===== config.mk =====
export PLATFORM = sky130hd
export DESIGN_NAME = seg7_scan_driver
export DESIGN_NICKNAME = d
export VERILOG_FILES = /design/src/rtl/seg7_pkg.sv /design/src/rtl/seg7_decode.sv /design/src/rtl/seg7_scan_driver.sv
export SDC_FILE = /design/constraint.sdc
export NUM_CORES = 1
export LEC_CHECK = 0
export ABC_AREA = 0
export BUFFER_PORTS_ARGS = -buffer_cell sky130_fd_sc_hd__buf_4
export CORE_AREA = 2 2 73 75
export CTS_CLUSTER_DIAMETER = 200
export DETAILED_ROUTE_END_ITERATION = 8
export DIE_AREA = 0 0 75 77
export PLACE_DENSITY = 0.81
export SETUP_SLACK_MARGIN = 0.02
export SKIP_CTS_REPAIR_TIMING = 1
export SLEW_MARGIN = 20
export SYNTH_ARGS = -nofsm -noshare
export SYNTH_HDL_FRONTEND = slang
export SYNTH_SLANG_ARGS = --single-unit
export TNS_END_PERCENT = 5

===== constraint.sdc =====
create_clock -name clk -period 2 [get_ports clk]
set_clock_uncertainty 0.05 [all_clocks]
set_input_delay 0.2 -clock clk [delete_from_list [all_inputs] [get_ports clk]]
set_output_delay 0.2 -clock clk [all_outputs]
set_load 0.01 [all_outputs]

===== src/rtl/seg7_pkg.sv =====
// Shared constants and types for the 4-digit multiplexed 7-segment driver.
// Segment order is {g,f,e,d,c,b,a}. All patterns are active-low.
package seg7_pkg;

    localparam int DIGITS = 4;

    localparam logic [6:0] SEG_OFF  = 7'h7F;
    localparam logic [6:0] SEG_DASH = 7'h3F;

    localparam logic [6:0] SEG_GLYPH [0:9] = '{
        7'h40,  // 0
        7'h79,  // 1
        7'h24,  // 2
        7'h30,  // 3
        7'h19,  // 4
        7'h12,  // 5
        7'h02,  // 6
        7'h78,  // 7
        7'h00,  // 8
        7'h10   // 9
    };

    typedef logic [1:0] digit_idx_t;

    // One-hot-low anode pattern for a digit index.
    function automatic logic [3:0] anode_onehot_low(input digit_idx_t idx);
        return ~(4'b0001 << idx);
    endfunction

endpackage


===== src/rtl/seg7_decode.sv =====
// Combinational BCD nibble to active-low 7-segment glyph.
// Non-decimal nibbles (A-F) show a dash so bad BCD is visible on the display.
module seg7_decode
    import seg7_pkg::*;
(
    input  logic [3:0] nibble,
    output logic [6:0] seg
);

    always_comb begin
        seg = SEG_DASH;
        case (nibble)
            4'd0: seg = SEG_GLYPH[0];
            4'd1: seg = SEG_GLYPH[1];
            4'd2: seg = SEG_GLYPH[2];
            4'd3: seg = SEG_GLYPH[3];
            4'd4: seg = SEG_GLYPH[4];
            4'd5: seg = SEG_GLYPH[5];
            4'd6: seg = SEG_GLYPH[6];
            4'd7: seg = SEG_GLYPH[7];
            4'd8: seg = SEG_GLYPH[8];
            4'd9: seg = SEG_GLYPH[9];
            default: seg = SEG_DASH;
        endcase
    end

endmodule


===== src/rtl/seg7_scan_driver.sv =====
// Time-multiplexed 4-digit 7-segment driver with frame-coherent input snapshot.
// Optional leading-zero blanking of digits 3..1 when LEADING_ZERO_BLANK_EN is defined.
module seg7_scan_driver
    import seg7_pkg::*;
#(
    parameter int CLK_HZ     = 100_000_000,
    parameter int REFRESH_HZ = 1000
) (
    input  logic        clk,
    input  logic        rst_n,
    input  logic [14:0] bcd_hi,
    input  logic [14:0] bcd_lo,
    input  logic [3:0]  dp_mask,
    input  logic        blank,
    output logic [3:0]  an,
    output logic [6:0]  seg,
    output logic        dp
);

    // DIV must be >= 2; the prescaler then wraps at DIV-1.
    localparam int DIV = CLK_HZ / REFRESH_HZ;
    localparam int PW  = (DIV > 1) ? $clog2(DIV) : 1;
    localparam logic [PW-1:0] PS_MAX = PW'(DIV - 1);

    logic [PW-1:0] prescaler;
    digit_idx_t    idx;
    logic          tick;
    logic          wrap;

    // Shadow copies of the BCD digit pairs; bits [6:0] of each word carry no digits.
    logic [7:0] hi_q;
    logic [7:0] lo_q;
    logic [3:0] dp_q;

    logic unused_low_bits;
    assign unused_low_bits = ^{bcd_hi[6:0], bcd_lo[6:0]};

    assign tick = (prescaler == PS_MAX);
    assign wrap = tick && (idx == digit_idx_t'(DIGITS - 1));

    always_ff @(posedge clk) begin
        if (!rst_n) begin
            prescaler <= '0;
            idx       <= '0;
            hi_q      <= '0;
            lo_q      <= '0;
            dp_q      <= '0;
        end else begin
            prescaler <= tick ? '0 : prescaler + 1'b1;
            if (tick) begin
                idx <= idx + 2'd1;
            end
            // Sampling only at the 3->0 wrap keeps every frame built from one input set.
            if (wrap) begin
                hi_q <= bcd_hi[14:7];
                lo_q <= bcd_lo[14:7];
                dp_q <= dp_mask;
            end
        end
    end

    logic [3:0] nib [DIGITS];
    assign nib[0] = lo_q[3:0];
    assign nib[1] = lo_q[7:4];
    assign nib[2] = hi_q[3:0];
    assign nib[3] = hi_q[7:4];

    logic [3:0] cur_nib;
    logic [6:0] cur_glyph;
    assign cur_nib = nib[idx];

    seg7_decode u_decode (
        .nibble (cur_nib),
        .seg    (cur_glyph)
    );

    logic [3:0] lz_mask;
    always_comb begin
        lz_mask = 4'b0000;
`ifdef LEADING_ZERO_BLANK_EN
        // Blanking ripples down from the most significant digit; digit 0 always shows.
        lz_mask[3] = (nib[3] == 4'd0);
        lz_mask[2] = lz_mask[3] && (nib[2] == 4'd0);
        lz_mask[1] = lz_mask[2] && (nib[1] == 4'd0);
`endif
    end

    logic [6:0] seg_next;
    assign seg_next = lz_mask[idx] ? SEG_OFF : cur_glyph;

    always_ff @(posedge clk) begin
        if (!rst_n) begin
            an  <= 4'hF;
            seg <= SEG_OFF;
            dp  <= 1'b1;
        end else begin
            an  <= blank ? 4'hF : anode_onehot_low(idx);
            seg <= seg_next;
            dp  <= ~dp_q[idx];
        end
    end

endmodule


# --- Word level (Yosys, flattened, before mapping) ---
# Memories as Yosys holds them, arrays and structs flattened. A register that Yosys moved wholly into a read port is not among the register bits.
# Index checks and enable logic that the tools add are counted.
totals:
  n_memories: 1
  register_bits: 44
  inputBits: 37
  word_cells: 30
  mem_bits_ro: 112
op_classes:
  add_sub_neg: 2
  reduce_logical: 4
  n_lt_le_gt_ge: 2
  bitwise: 4
  mux: 7
  eq_ne: 2
  shifts: 1
memory_table:
  columns: ["name", "depth", "word_bits", "rd", "rd_clocked_by_memory_dff", "write_ports", "line", "rtl"]
  rows:
  - ["(no name shown)", 16, 7, 1, 1, 0, "seg7_decode.sv:12", "case (nibble)"]
ops:
  columns: ["op", "n"]
  rows:
  - ["17-bit by 1-bit adder with 17-bit output (second input constant)", 1]
  - ["17-bit == test (second input constant)", 1]
  - ["4-bit binary-select mux with 2-bit select", 1]
  - ["4-bit two-way mux", 2]
  - ["2-bit OR reduction", 3]
  - ["1-bit binary-select mux with 2-bit select", 2]
  - ["4-bit NOT", 1]
  - ["1-bit by 2-bit << shifter with 4-bit output (first input constant)", 1]
  - ["3-bit greater-or-equal comparator (second input constant)", 1]
  - ["2-bit by 3-bit < comparator with 1-bit output (second input constant)", 1]
  - ["2-bit NOT with 3-bit output", 1]
  - ["2-bit by 1-bit adder with 2-bit output (second input constant)", 1]
  - ["2-bit == test (second input constant)", 1]
  - ["1-bit two-way mux", 2]
  - ["1-bit NOT", 2]
  - ["1-bit logical AND", 1]

# --- Longest topological paths before layout ---
# Gate-level depths: netlist of run 1.
logic_depth:
  depth_word: 4
  depth_mapped: 8
  mapped_depth_nobuf: 7

# --- Modules after synthesis ---
# A second synthesis of run 1 with hierarchy kept.
hier_totals:
  cells_unflattened: 251
  area_unflattened_um2: 2338.5
by_module_without_submodules:
  columns: ["mod", "cells_each", "area_each_um2", "instances"]
  rows:
  - ["seg7_scan_driver", 218, 2133.3, 1]
  - ["seg7_decode", 33, 205.2, 1]

# --- Worst setup path before layout of run 1 ---
# OpenSTA, ideal clock, no wires.
synth_timing:
  path_kind: "reg-to-reg"
  from: "reg idx[1]"
  to: "reg seg[4]"
  arrival_time_ns: 1.742
  stages_incl_launch_ff: 9
  path_buffers: 1
  setup_time_ns: 0.126
  setup_slack_ns: 0.081
  path_cell_list: "dfxtp_1 buf_6 mux4_2 inv_1 ha_1 inv_1 mux2_4 o22ai_1 nand2_1"
synth_between:
  elab_chain_cells: 4
  word_cells_on_any_way: 7
synth_rtl:
  columns: ["item", "line", "rtl"]
  rows:
  - ["from (decl)", "seg7_scan_driver.sv:26", "digit_idx_t idx;"]
  - ["from (signal assigned)", "seg7_scan_driver.sv:51", "idx <= idx + 2'd1;"]
  - ["2-bit NOT with 3-bit output (implied by the code)", "seg7_scan_driver.sv:70", "assign cur_nib = nib[idx];"]
  - ["4-bit binary-select mux with 2-bit select", "seg7_scan_driver.sv:70", null]
  - ["4-bit two-way mux (implied by the code) (2 in series)", "seg7_scan_driver.sv:70", null]
  - ["to (decl)", "seg7_scan_driver.sv:16", "output logic [6:0] seg,"]
# Parallel ways exist; a longest one is shown, timed or not. The select of a mux whose other input is x is not followed.
# A chain may end at the register's enable or synchronous reset.

# --- Worst setup path in the final report of run 1 ---
# Ends and elaborated chain as after synthesis.

==> impl_metrics.xml, run 1 <==
<?xml version="1.0" encoding="UTF-8"?>
<metrics>
  <group name="detailed_routing">
    <metric name="wl" unit="um">4040</metric>
    <metric name="vias" unit="">1702</metric>
    <metric name="residual_antenna_violating_net_count_after_detailed_routing" unit="">0</metric>
    <metric name="1st_iter_drt_viols" unit="">82</metric>
    <metric name="avgViaCountPerCell" unit="">4.88</metric>
    <metric name="first_pass_iters" unit="">5</metric>
    <metric name="avg_wl_per_cell" unit="um">11.6</metric>
    <metric name="drc" unit="">0</metric>
  </group>
  <group name="power">
    <metric name="ir_worst_vdd" unit="V">0.000668</metric>
    <metric name="sw_frac_of_total" unit="%">21.5</metric>
    <metric name="power.combinational.fraction" unit="%">5.3</metric>
    <metric name="seqPwrFrac" unit="%">58.2</metric>
    <metric name="total_switching_power" unit="mW">0.381</metric>
    <metric name="power.leakage" unit="nW">1.07</metric>
    <metric name="cellInternalPower" unit="mW">1.39</metric>
    <metric name="clock_power_share" unit="%">36.5</metric>
    <metric name="power_density" unit="mW/mm2">644</metric>
  </group>
  <group name="cts">
    <metric name="cts_made_buffers" unit="">5</metric>
    <metric name="cts_root_buffer" unit="">clkbuf_8</metric>
    <metric name="cts_max_level" unit="">2</metric>
    <metric name="numClockSinks" unit="">51</metric>
    <metric name="clk_pin_slew" unit="ps">90</metric>
    <metric name="cts.path.max_buffers" unit="">2</metric>
    <metric name="clkLatencyLatePin" unit="ps">300</metric>
    <metric name="cts_tree" unit="">yes</metric>
  </group>
  <group name="floorplan">
    <metric name="placeableCoreArea" unit="mm2">0.00498</metric>
    <metric name="floorplan.die_area" unit="mm2">0.00578</metric>
    <metric name="floorplan.initialDensity" unit="%">46.6</metric>
    <metric name="chipHeight" unit="um">77</metric>
    <metric name="floorplan.io_pins" unit="">49</metric>
    <metric name="core.rowCount" unit="">26</metric>
    <metric name="die_x" unit="um">75</metric>
  </group>
  <group name="final_layout">
    <metric name="area_delta_synth_final" unit="%">18.7</metric>
    <metric name="area_of_the_multi_input_gates" unit="mm2">0.00118</metric>
    <metric name="seqCellArea" unit="mm2">0.00102</metric>
    <metric name="nets" unit="">326</metric>
    <metric name="fillers" unit="">427</metric>
    <metric name="antenna_cells" unit="">0</metric>
    <metric name="final-instance-count-excl-fill" unit="">349</metric>
    <metric name="fraction_of_layout_cells_with_a_size_suffix_above_1" unit="%">21.9</metric>
  </group>
  <group name="worst_hold_path">
    <metric name="hold_class" unit="">in -&gt; reg</metric>
  </group>
  <group name="critical_path">
    <metric name="timing.critical_path.cells" unit="">mux4_2, inv_1, ha_1, inv_1, mux2_4, o22ai_1, nand2_1</metric>
    <metric name="timing.critical_path.fanout_max" unit="">4</metric>
    <metric name="worstSetupEndpointType" unit="">register</metric>
    <metric name="cp_slowest_stage_delay" unit="ps">520</metric>
    <metric name="setup_crit_start_kind" unit="">register</metric>
    <metric name="critical-path-top-cell-by-count" unit="">inv_1</metric>
    <metric name="criticalPathCategory" unit="">reg -&gt; reg</metric>
    <metric name="critPathSlowestCell" unit="">mux4_2</metric>
    <metric name="worst_ep_arrival_time" unit="ps">1990</metric>
    <metric name="timing.critical_path.required" unit="ps">2120</metric>
  </group>
  <group name="placed_design">
    <metric name="detailed_place_hpwl" unit="um">2890</metric>
    <metric name="detailedPlace.worstSlack" unit="ps">81.3</metric>
    <metric name="final_weighted_congestion_of_routability_driven_global_placement" unit="">0.818</metric>
    <metric name="numPlacedInstances" unit="">341</metric>
    <metric name="io_buffers" unit="">34</metric>
  </group>
  <group name="outcome">
    <metric name="run_status" unit="">complete, no violations</metric>
  </group>
  <group name="synthesis">
    <metric name="netlist.top_cell.by_area" unit="">dfxtp_1</metric>
    <metric name="ys_ff_latch" unit="">51</metric>
    <metric name="sequential_fraction_of_the_synthesis_area" unit="%">44.0</metric>
    <metric name="synthesis.instances" unit="">242</metric>
    <metric name="syn_area_per_cell" unit="um2">9.59</metric>
    <metric name="synth_warnings" unit="">0</metric>
    <metric name="post-synth-top-area-fraction" unit="%">44.0</metric>
    <metric name="synthesis.nets" unit="">290</metric>
    <metric name="synthTopCellsByCount" unit="">54 x nand2_1, 51 x dfxtp_1, 23 x mux2i_1</metric>
    <metric name="post_synth_instance_area" unit="mm2">0.00232</metric>
    <metric name="post_synth_main_area_contributors" unit="">dfxtp_1 44%, mux2i_1 9.9%, nand2_1 8.7%, ha_1 5.9%, mux4_2 2.9%</metric>
    <metric name="ys_types" unit="">36</metric>
    <metric name="postSynth.topFlopCell" unit="">dfxtp_1</metric>
    <metric name="synth_enable_flop_cells" unit="">0</metric>
    <metric name="asyncSetResetFlopFracSynth" unit="%">0</metric>
    <metric name="yosysMostFrequentCell" unit="">nand2_1</metric>
  </group>
  <group name="timing">
    <metric name="unrepaired_setup_endpoints_after_global_routing" unit="">no</metric>
    <metric name="fin_ws" unit="ps">138</metric>
    <metric name="fmax" unit="MHz">537</metric>
    <metric name="setup-tns-final" unit="ps">0</metric>
    <metric name="layout_min_cycle_time" unit="ps">1860</metric>
    <metric name="final-max-slew-violation-count" unit="">0</metric>
    <metric name="hold_violations" unit="">0</metric>
    <metric name="slew_headroom" unit="%">70.0</metric>
    <metric name="tightestPinTransition" unit="ps">451</metric>
    <metric name="setup_viol" unit="">0</metric>
    <metric name="layout_worst_path_cycle_share" unit="%">93.1</metric>
  </group>
  <group name="global_route">
    <metric name="grt_max_degree" unit="">52</metric>
    <metric name="number_of_antenna_violations_at_the_first_check_in_global_routing" unit="">0</metric>
    <metric name="wire_length_of_the_first_global_routing_pass" unit="um">6880</metric>
    <metric name="first_global_vias" unit="">1573</metric>
    <metric name="grt-ovfl-total" unit="">0</metric>
    <metric name="global_route.usage.total" unit="%">15.0</metric>
  </group>
  <group name="job">
    <metric name="number_of_max_capacitance_violations_reported" unit="">0</metric>
  </group>
</metrics>
area by class of cell:
| type | count | share of cell area, % |
|---|---|---|
| clock buffer | 7 | 3.50 |
| clock inverter | 1 | 0.272 |
| inverter | 10 | 1.36 |
| multi-input combinational | 168 | 42.7 |
| sequential | 51 | 37.1 |
| tap | 70 | 3.18 |
| timing repair buffer | 42 | 11.9 |
path summary, 6_finish.rpt:
path | slack (ps) | cells after the start | endpoint | from
hold / removal | 80 | 3 | an[2] | blank
setup reg to reg | 140 | 7 | seg[4] | idx[1]
hold reg to reg | 400 | 1 | prescaler[0] | prescaler[0]
setup / recovery | 140 | 7 | seg[4] | idx[1]
flip-flops by register name, summed over array words and instances (netlist names):
signal	cells
seg	7
hi_q	8
lo_q	8
dp_q	4
prescaler	17
idx	2
dp	1
an	4
layout by cell type (no fill, tap or decap), drive strengths merged, types with 7 or more instances in the layout:
cell and instances:
mux2i 23, nand2 54, dfxtp 51, o21ai 8
buf 42, nand4 8, ha 11, clkbuf 7
nor2 13, inv 10
critical path: cells and delay by family (launching register included):
family	cells	cell delay, ps
compound gates	1	140
flops	1	390
buf+inv	2	170
simple gates	1	60
fa+ha+maj	1	150
mux	2	770
through the flow:
step / total power, mW / hold slack, ps / cell area (um2) / utilization (%)
6_report: 1.77 / 78.1 / 2760 / 55.4
5_1_grt: 1.86 / 72.9 / 2760 / 55.4
4_1_cts: 1.79 / 67.8 / 2760 / 55.4
3_5_place_dp: 1.15 / 386 / 2650 / 53.3
3_3_place_gp: 1.15 / 374 / 2650 / 53.3
2_1_floorplan: 1.10 / 282 / 2320 / -
cells by family (layout without fill, tap and decap cells):
logic type | count (synthesis) | in the layout | synth area share, %
xor gates and xnor gates | 12 | 12 | 4.53
and+or+nand+nor | 99 | 99 | 20.5
muxes | 29 | 29 | 15.7
DFF | 51 | 51 | 44.0
adders and majority gates | 11 | 11 | 5.93
AOI/OAI and AO/OA | 17 | 17 | 4.15
buffers and inverters | 23 | 60 | 5.17
power groups by stage:
| stage | logic [mW] | clock network (mW) | registers, mW |
|---|---|---|---|
| floorplan | 0.0395 | 0 | 1.06 |
| global placement | 0.0939 | 0 | 1.06 |
| detailed placement | 0.0948 | 0 | 1.06 |
| CTS | 0.0950 | 0.666 | 1.03 |
| global route | 0.105 | 0.720 | 1.04 |
| finish | 0.0937 | 0.647 | 1.03 |
per-layer routing:
| layer | GRT usage, % | up-vias | share of wire, % | wire, um |
|---|---|---|---|---|
| met1 | 19.1 | 776 | 47 | 1910 |
| met2 | 25.4 | 40 | 47 | 1910 |
| li1 | - | 883 | - | - |
| met4 | 2.32 | 0 | 0.52 | 21 |
| met3 | 4.34 | 3 | 4.8 | 192 |
| met5 | 0 | - | 0 | 0 |
Power figures use the tool's default switching activity.
==> run 2: changes to the inputs <==
- PLACE_DENSITY: 0.81 -> 0.71
- RECOVER_POWER: not set -> 100
==> run 2 against run 1 <==
Against the previous run: critical path depth did not move; sequential power about the same; final cell count up 0.86%; fmax is 1.5% higher; flip-flop and latch count unchanged; design area down 1.2%; setup slack gained 27 ps; global-route usage grew 0.40 points; critical path type unchanged.
==> impl_metrics.xml, run 2 (same netlist as run 1, synthesis figures left out) <==
<?xml version="1.0" encoding="UTF-8"?>
<metrics>
  <group name="outcome">
    <metric name="run_status" unit="">complete, no violations</metric>
  </group>
  <group name="power">
    <metric name="power.combinational.fraction" unit="%">4.8</metric>
    <metric name="total_switching_power" unit="mW">0.379</metric>
    <metric name="ir_worst_vdd" unit="V">0.000525</metric>
    <metric name="power_density" unit="mW/mm2">681</metric>
    <metric name="power.leakage" unit="nW">1.04</metric>
    <metric name="clock_power_share" unit="%">39.6</metric>
    <metric name="sw_frac_of_total" unit="%">20.4</metric>
    <metric name="cellInternalPower" unit="mW">1.48</metric>
    <metric name="seqPwrFrac" unit="%">55.6</metric>
  </group>
  <group name="final_layout">
    <metric name="antenna_cells" unit="">0</metric>
    <metric name="final-instance-count-excl-fill" unit="">352</metric>
    <metric name="area_of_the_multi_input_gates" unit="mm2">0.00117</metric>
    <metric name="area_delta_synth_final" unit="%">17.3</metric>
    <metric name="most-common-layout-cells" unit="">54 x nand2_1, 50 x dfxtp_1, 30 x buf_4</metric>
    <metric name="seqCellArea" unit="mm2">0.00102</metric>
    <metric name="largest_register_ffs" unit="">17</metric>
    <metric name="fraction_of_layout_cells_with_a_size_suffix_above_1" unit="%">16.3</metric>
    <metric name="layout_commonest_cell" unit="">nand2_1</metric>
    <metric name="fillers" unit="">484</metric>
    <metric name="largest-register" unit="">prescaler</metric>
    <metric name="largestRegisters" unit="">prescaler: 17 flops, hi_q: 8 flops, lo_q: 8 flops</metric>
    <metric name="nets" unit="">329</metric>
  </group>
  <group name="timing">
    <metric name="unrepaired_setup_endpoints_after_global_routing" unit="">no</metric>
    <metric name="setup_viol" unit="">0</metric>
    <metric name="final-max-slew-violation-count" unit="">0</metric>
    <metric name="hold_violations" unit="">0</metric>
    <metric name="setup-tns-final" unit="ps">0</metric>
    <metric name="tightestPinTransition" unit="ps">312</metric>
    <metric name="slew_headroom" unit="%">78.9</metric>
    <metric name="layout_worst_path_cycle_share" unit="%">91.7</metric>
    <metric name="fin_ws" unit="ps">165</metric>
    <metric name="layout_min_cycle_time" unit="ps">1830</metric>
    <metric name="fmax" unit="MHz">545</metric>
  </group>
  <group name="cts">
    <metric name="cts_made_buffers" unit="">5</metric>
    <metric name="cts_root_buffer" unit="">clkbuf_8</metric>
    <metric name="cts_tree" unit="">yes</metric>
    <metric name="numClockSinks" unit="">51</metric>
    <metric name="cts.path.max_buffers" unit="">2</metric>
    <metric name="cts_max_level" unit="">2</metric>
    <metric name="clkLatencyLatePin" unit="ps">300</metric>
    <metric name="clk_pin_slew" unit="ps">90</metric>
  </group>
  <group name="floorplan">
    <metric name="floorplan.die_area" unit="mm2">0.00578</metric>
    <metric name="floorplan.initialDensity" unit="%">46.6</metric>
    <metric name="core.rowCount" unit="">26</metric>
    <metric name="chipHeight" unit="um">77</metric>
    <metric name="die_x" unit="um">75</metric>
    <metric name="placeableCoreArea" unit="mm2">0.00498</metric>
    <metric name="floorplan.io_pins" unit="">49</metric>
  </group>
  <group name="placed_design">
    <metric name="detailed_place_hpwl" unit="um">2940</metric>
    <metric name="detailedPlace.worstSlack" unit="ps">101</metric>
    <metric name="final_weighted_congestion_of_routability_driven_global_placement" unit="">0.759</metric>
    <metric name="io_buffers" unit="">34</metric>
    <metric name="numPlacedInstances" unit="">344</metric>
  </group>
  <group name="detailed_routing">
    <metric name="drc" unit="">0</metric>
    <metric name="1st_iter_drt_viols" unit="">82</metric>
    <metric name="vias" unit="">1697</metric>
    <metric name="wl" unit="um">4010</metric>
    <metric name="avg_wl_per_cell" unit="um">11.4</metric>
    <metric name="residual_antenna_violating_net_count_after_detailed_routing" unit="">0</metric>
    <metric name="first_pass_iters" unit="">4</metric>
    <metric name="avgViaCountPerCell" unit="">4.82</metric>
  </group>
  <group name="critical_path">
    <metric name="timing.critical_path.fanout_max" unit="">4</metric>
    <metric name="cp_slowest_stage_delay" unit="ps">510</metric>
    <metric name="worst_ep_arrival_time" unit="ps">1970</metric>
    <metric name="critical-path-top-cell-by-count" unit="">inv_1</metric>
    <metric name="timing.critical_path.required" unit="ps">2140</metric>
    <metric name="worstSetupEndpointType" unit="">register</metric>
    <metric name="critPathSlowestCell" unit="">mux4_2</metric>
    <metric name="setup_crit_start_kind" unit="">register</metric>
    <metric name="criticalPathCategory" unit="">reg -&gt; reg</metric>
    <metric name="timing.critical_path.cells" unit="">mux4_2, inv_1, ha_1, inv_1, mux2_4, o22ai_1, nand2_1</metric>
  </group>
  <group name="job">
    <metric name="number_of_max_capacitance_violations_reported" unit="">0</metric>
  </group>
  <group name="global_route">
    <metric name="grt_max_degree" unit="">38</metric>
    <metric name="first_global_vias" unit="">1592</metric>
    <metric name="grt-ovfl-total" unit="">0</metric>
    <metric name="number_of_antenna_violations_at_the_first_check_in_global_routing" unit="">0</metric>
    <metric name="global_route.usage.total" unit="%">15.4</metric>
    <metric name="wire_length_of_the_first_global_routing_pass" unit="um">6920</metric>
  </group>
  <group name="worst_hold_path">
    <metric name="hold_class" unit="">in -&gt; reg</metric>
  </group>
</metrics>
==> run 2: cell count changes in the layout (fill, tap and decap cells not counted), moves of 2 or more <==
cell      before  now
and2_0         0    2
and2_1         4    2
buf_4         41   30
clkbuf_1       0   15
o21ai_0        6    8
==> run 2: cell type report <==
type	count	area share [%]
Clock buffer	6	3.03
Clock inverter	2	1.29
Inverter	10	1.38
Multi-Input combinational cell	168	43.1
Sequential cell	51	37.6
Tap cell	70	3.22
Timing Repair Buffer	45	10.3
==> run 2: power groups by stage <==
stage	sequential [mW]	combinational, mW	clock (mW)
floorplan	1.06	0.0395	0
global placement	1.06	0.0948	0
detailed placement	1.06	0.0954	0
CTS	1.03	0.0959	0.757
global route	1.03	0.102	0.805
finish	1.03	0.0887	0.735
==> run 2: critical path: cells and delay by family, from the launching register on <==
kind                     cells  cell delay [ps]
flip-flops                   1              380
adder cells (fa/ha/maj)      1              150
AO/OA/AOI/OAI                1              150
buffers and inverters        2              170
multiplexers                 2              760
AND/OR/NAND/NOR              1               70
==> run 2: worst paths after layout <==
path	start	endpoint	slack, ps	depth (start not counted)
hold reg to reg	hi_q[2]	hi_q[2]	410	2
setup / recovery	idx[1]	seg[4]	170	7
setup reg to reg	idx[1]	seg[4]	170	7
hold / removal	blank	an[0]	60	3
==> run 2: stage by stage <==
step | utilization (%) | instance area [um2] | power [mW] | hold slack [ps]
floorplan | - | 2320 | 1.10 | 282
global placement | 53.5 | 2660 | 1.15 | 377
finish | 54.7 | 2720 | 1.85 | 62.5
detailed placement | 53.5 | 2660 | 1.15 | 381
CTS | 55.9 | 2780 | 1.89 | 53.7
global route | 54.7 | 2720 | 1.94 | 55.0
==> run 2: per-layer routing <==
layer	wire, um	vias up	global-route usage [%]
met3	173	5	4.73
met4	48	0	5.89
met1	1780	773	18.1
met2	2010	30	25.7
met5	0	-	0
li1	-	889	-
==> run 3: changes to the inputs <==
- SYNTH_HIERARCHICAL: not set -> 1
==> run 3 against run 2 <==
Against the previous run: die area unchanged; worst hold slack better by 19 ps; global-route usage down 0.65 points; critical path type unchanged.
==> impl_metrics.xml, run 3 <==
<?xml version="1.0" encoding="UTF-8"?>
<metrics>
  <group name="synthesis">
    <metric name="post_synth_instance_area" unit="mm2">0.00234</metric>
    <metric name="synthTopCellsByCount" unit="">56 x nand2_1, 51 x dfxtp_1, 21 x mux2i_1</metric>
    <metric name="synthesis.nets" unit="">298</metric>
    <metric name="postSynth.topFlopCell" unit="">dfxtp_1</metric>
    <metric name="ys_types" unit="">34</metric>
    <metric name="post_synth_main_area_contributors" unit="">dfxtp_1 44%, mux2i_1 9.0%, nand2_1 9.0%, ha_1 5.4%, mux4_2 4.8%</metric>
    <metric name="ys_ff_latch" unit="">51</metric>
    <metric name="sequential_fraction_of_the_synthesis_area" unit="%">43.7</metric>
    <metric name="netlist.top_cell.by_area" unit="">dfxtp_1</metric>
    <metric name="synthesis.instances" unit="">251</metric>
    <metric name="post-synth-top-area-fraction" unit="%">43.7</metric>
    <metric name="synth_enable_flop_cells" unit="">0</metric>
    <metric name="asyncSetResetFlopFracSynth" unit="%">0</metric>
    <metric name="yosysMostFrequentCell" unit="">nand2_1</metric>
    <metric name="syn_area_per_cell" unit="um2">9.32</metric>
    <metric name="synth_warnings" unit="">6</metric>
  </group>
  <group name="timing">
    <metric name="fin_ws" unit="ps">141</metric>
    <metric name="final-max-slew-violation-count" unit="">0</metric>
    <metric name="layout_min_cycle_time" unit="ps">1860</metric>
    <metric name="setup_viol" unit="">0</metric>
    <metric name="fmax" unit="MHz">538</metric>
    <metric name="unrepaired_setup_endpoints_after_global_routing" unit="">no</metric>
    <metric name="fin_worst_hold_slack" unit="ps">81.6</metric>
    <metric name="layout_worst_path_cycle_share" unit="%">93.0</metric>
    <metric name="slew_headroom" unit="%">73.3</metric>
    <metric name="tightestPinTransition" unit="ps">395</metric>
    <metric name="hold_violations" unit="">0</metric>
    <metric name="setup-tns-final" unit="ps">0</metric>
  </group>
  <group name="global_route">
    <metric name="wire_length_of_the_first_global_routing_pass" unit="um">6840</metric>
    <metric name="first_global_vias" unit="">1627</metric>
    <metric name="number_of_antenna_violations_at_the_first_check_in_global_routing" unit="">0</metric>
    <metric name="global_route.usage.total" unit="%">14.8</metric>
    <metric name="grt_max_degree" unit="">33</metric>
    <metric name="grt-ovfl-total" unit="">0</metric>
  </group>
  <group name="final_layout">
    <metric name="finish.instance_area" unit="mm2">0.00274</metric>
    <metric name="layout_commonest_cell" unit="">nand2_1</metric>
    <metric name="antenna_cells" unit="">0</metric>
    <metric name="area_delta_synth_final" unit="%">17.3</metric>
    <metric name="most-common-layout-cells" unit="">56 x nand2_1, 50 x dfxtp_1, 26 x buf_4</metric>
    <metric name="largest-register" unit="">prescaler</metric>
    <metric name="fraction_of_layout_cells_with_a_size_suffix_above_1" unit="%">17.1</metric>
    <metric name="largest_register_ffs" unit="">17</metric>
    <metric name="nets" unit="">333</metric>
    <metric name="final-instance-count-excl-fill" unit="">357</metric>
    <metric name="largestRegisters" unit="">prescaler: 17 flops, hi_q: 8 flops, lo_q: 8 flops</metric>
    <metric name="finalCoreUtilization" unit="%">55.1</metric>
  </group>
  <group name="placed_design">
    <metric name="io_buffers" unit="">34</metric>
    <metric name="cell_area_placed" unit="mm2">0.00267</metric>
    <metric name="final_weighted_congestion_of_routability_driven_global_placement" unit="">0.797</metric>
    <metric name="numPlacedInstances" unit="">348</metric>
    <metric name="detailedPlace.worstSlack" unit="ps">44.9</metric>
    <metric name="detailed_place_hpwl" unit="um">2860</metric>
  </group>
  <group name="cts">
    <metric name="cts_made_buffers" unit="">5</metric>
    <metric name="clkLatencyLatePin" unit="ps">300</metric>
    <metric name="numClockSinks" unit="">51</metric>
    <metric name="cts_tree" unit="">yes</metric>
    <metric name="cts.path.max_buffers" unit="">2</metric>
    <metric name="cts_max_level" unit="">2</metric>
    <metric name="clk_pin_slew" unit="ps">90</metric>
    <metric name="cts_root_buffer" unit="">clkbuf_8</metric>
  </group>
  <group name="critical_path">
    <metric name="cp_slowest_stage_delay" unit="ps">590</metric>
    <metric name="setup_crit_start_kind" unit="">register</metric>
    <metric name="critPathSlowestCell" unit="">mux4_2</metric>
    <metric name="criticalPathCategory" unit="">reg -&gt; reg</metric>
    <metric name="timing.critical_path.cells" unit="">clkbuf_4, mux4_2, or2_0, a21oi_2, nor2_1, nand2b_1</metric>
    <metric name="worstSetupEndpointType" unit="">register</metric>
    <metric name="worst_ep_arrival_time" unit="ps">2000</metric>
    <metric name="timing.critical_path.fanout_max" unit="">11</metric>
    <metric name="timing.critical_path.required" unit="ps">2140</metric>
  </group>
  <group name="power">
    <metric name="power.leakage" unit="nW">1.05</metric>
    <metric name="power_density" unit="mW/mm2">679</metric>
    <metric name="power" unit="mW">1.86</metric>
    <metric name="ir_worst_vdd" unit="V">0.000390</metric>
  </group>
  <group name="detailed_routing">
    <metric name="residual_antenna_violating_net_count_after_detailed_routing" unit="">0</metric>
    <metric name="first_pass_iters" unit="">4</metric>
    <metric name="wl" unit="um">3980</metric>
    <metric name="drc" unit="">0</metric>
    <metric name="1st_iter_drt_viols" unit="">83</metric>
    <metric name="vias" unit="">1706</metric>
    <metric name="avgViaCountPerCell" unit="">4.78</metric>
    <metric name="avg_wl_per_cell" unit="um">11.2</metric>
  </group>
  <group name="floorplan">
    <metric name="floorplan.initialDensity" unit="%">47.0</metric>
    <metric name="chipHeight" unit="um">77</metric>
    <metric name="placeableCoreArea" unit="mm2">0.00498</metric>
    <metric name="floorplan.die_area" unit="mm2">0.00578</metric>
    <metric name="floorplan.io_pins" unit="">49</metric>
    <metric name="die_x" unit="um">75</metric>
    <metric name="core.rowCount" unit="">26</metric>
  </group>
  <group name="worst_hold_path">
    <metric name="hold_class" unit="">in -&gt; reg</metric>
  </group>
  <group name="job">
    <metric name="number_of_max_capacitance_violations_reported" unit="">0</metric>
  </group>
  <group name="outcome">
    <metric name="run_status" unit="">complete, no violations</metric>
  </group>
</metrics>
run 3: kinds of logic (layout without fill, tap and decap cells):
group	after synthesis	after routing	share of synthesized area, %
fa+ha+maj	10	10	5.35
flops	51	51	43.7
buf+inv	20	56	4.33
simple gates	118	118	25.0
xor+xnor	13	13	4.87
compound gates	13	13	2.94
mux	26	26	13.8
run 3: power by group:
part | internal, mW | total [mW] | switching, mW
clock | 0.405 | 0.742 | 0.336
combinational | 0.0440 | 0.0864 | 0.0424
sequential | 1.03 | 1.03 | 0.00825
total | 1.47 | 1.86 | 0.387
run 3: critical path, delay by kind of cell, from the launching register on:
family / cells / cell delay (ps)
AOI/OAI and AO/OA: 1 / 140
buffers and inverters: 1 / 130
muxes: 1 / 590
and+or+nand+nor: 3 / 460
DFF: 1 / 380
run 3: final timing paths:
path | start | cells after the start | endpoint | slack, ps
setup reg to reg | idx[1] | 6 | seg[3] | 140
setup / recovery | idx[1] | 6 | seg[3] | 140
hold reg to reg | dp_q[3] | 2 | dp_q[3] | 410
hold / removal | blank | 3 | an[1] | 80
run 3: layout make-up:
class	instances	area, um2
fillers	478	2230
multi-input cells	180	1210
flip-flops and latches	51	1020
repair buffers	42	277
well taps	70	87.6
clock buffers	6	82.6
clock inverters	2	35.0
inverters	6	22.5
run 3: routing by layer:
metal	GRT usage [%]	share of wire, %
met5	0	0
met4	3.21	0.58
met3	4.34	3.3
met2	25.1	48
met1	18.1	48
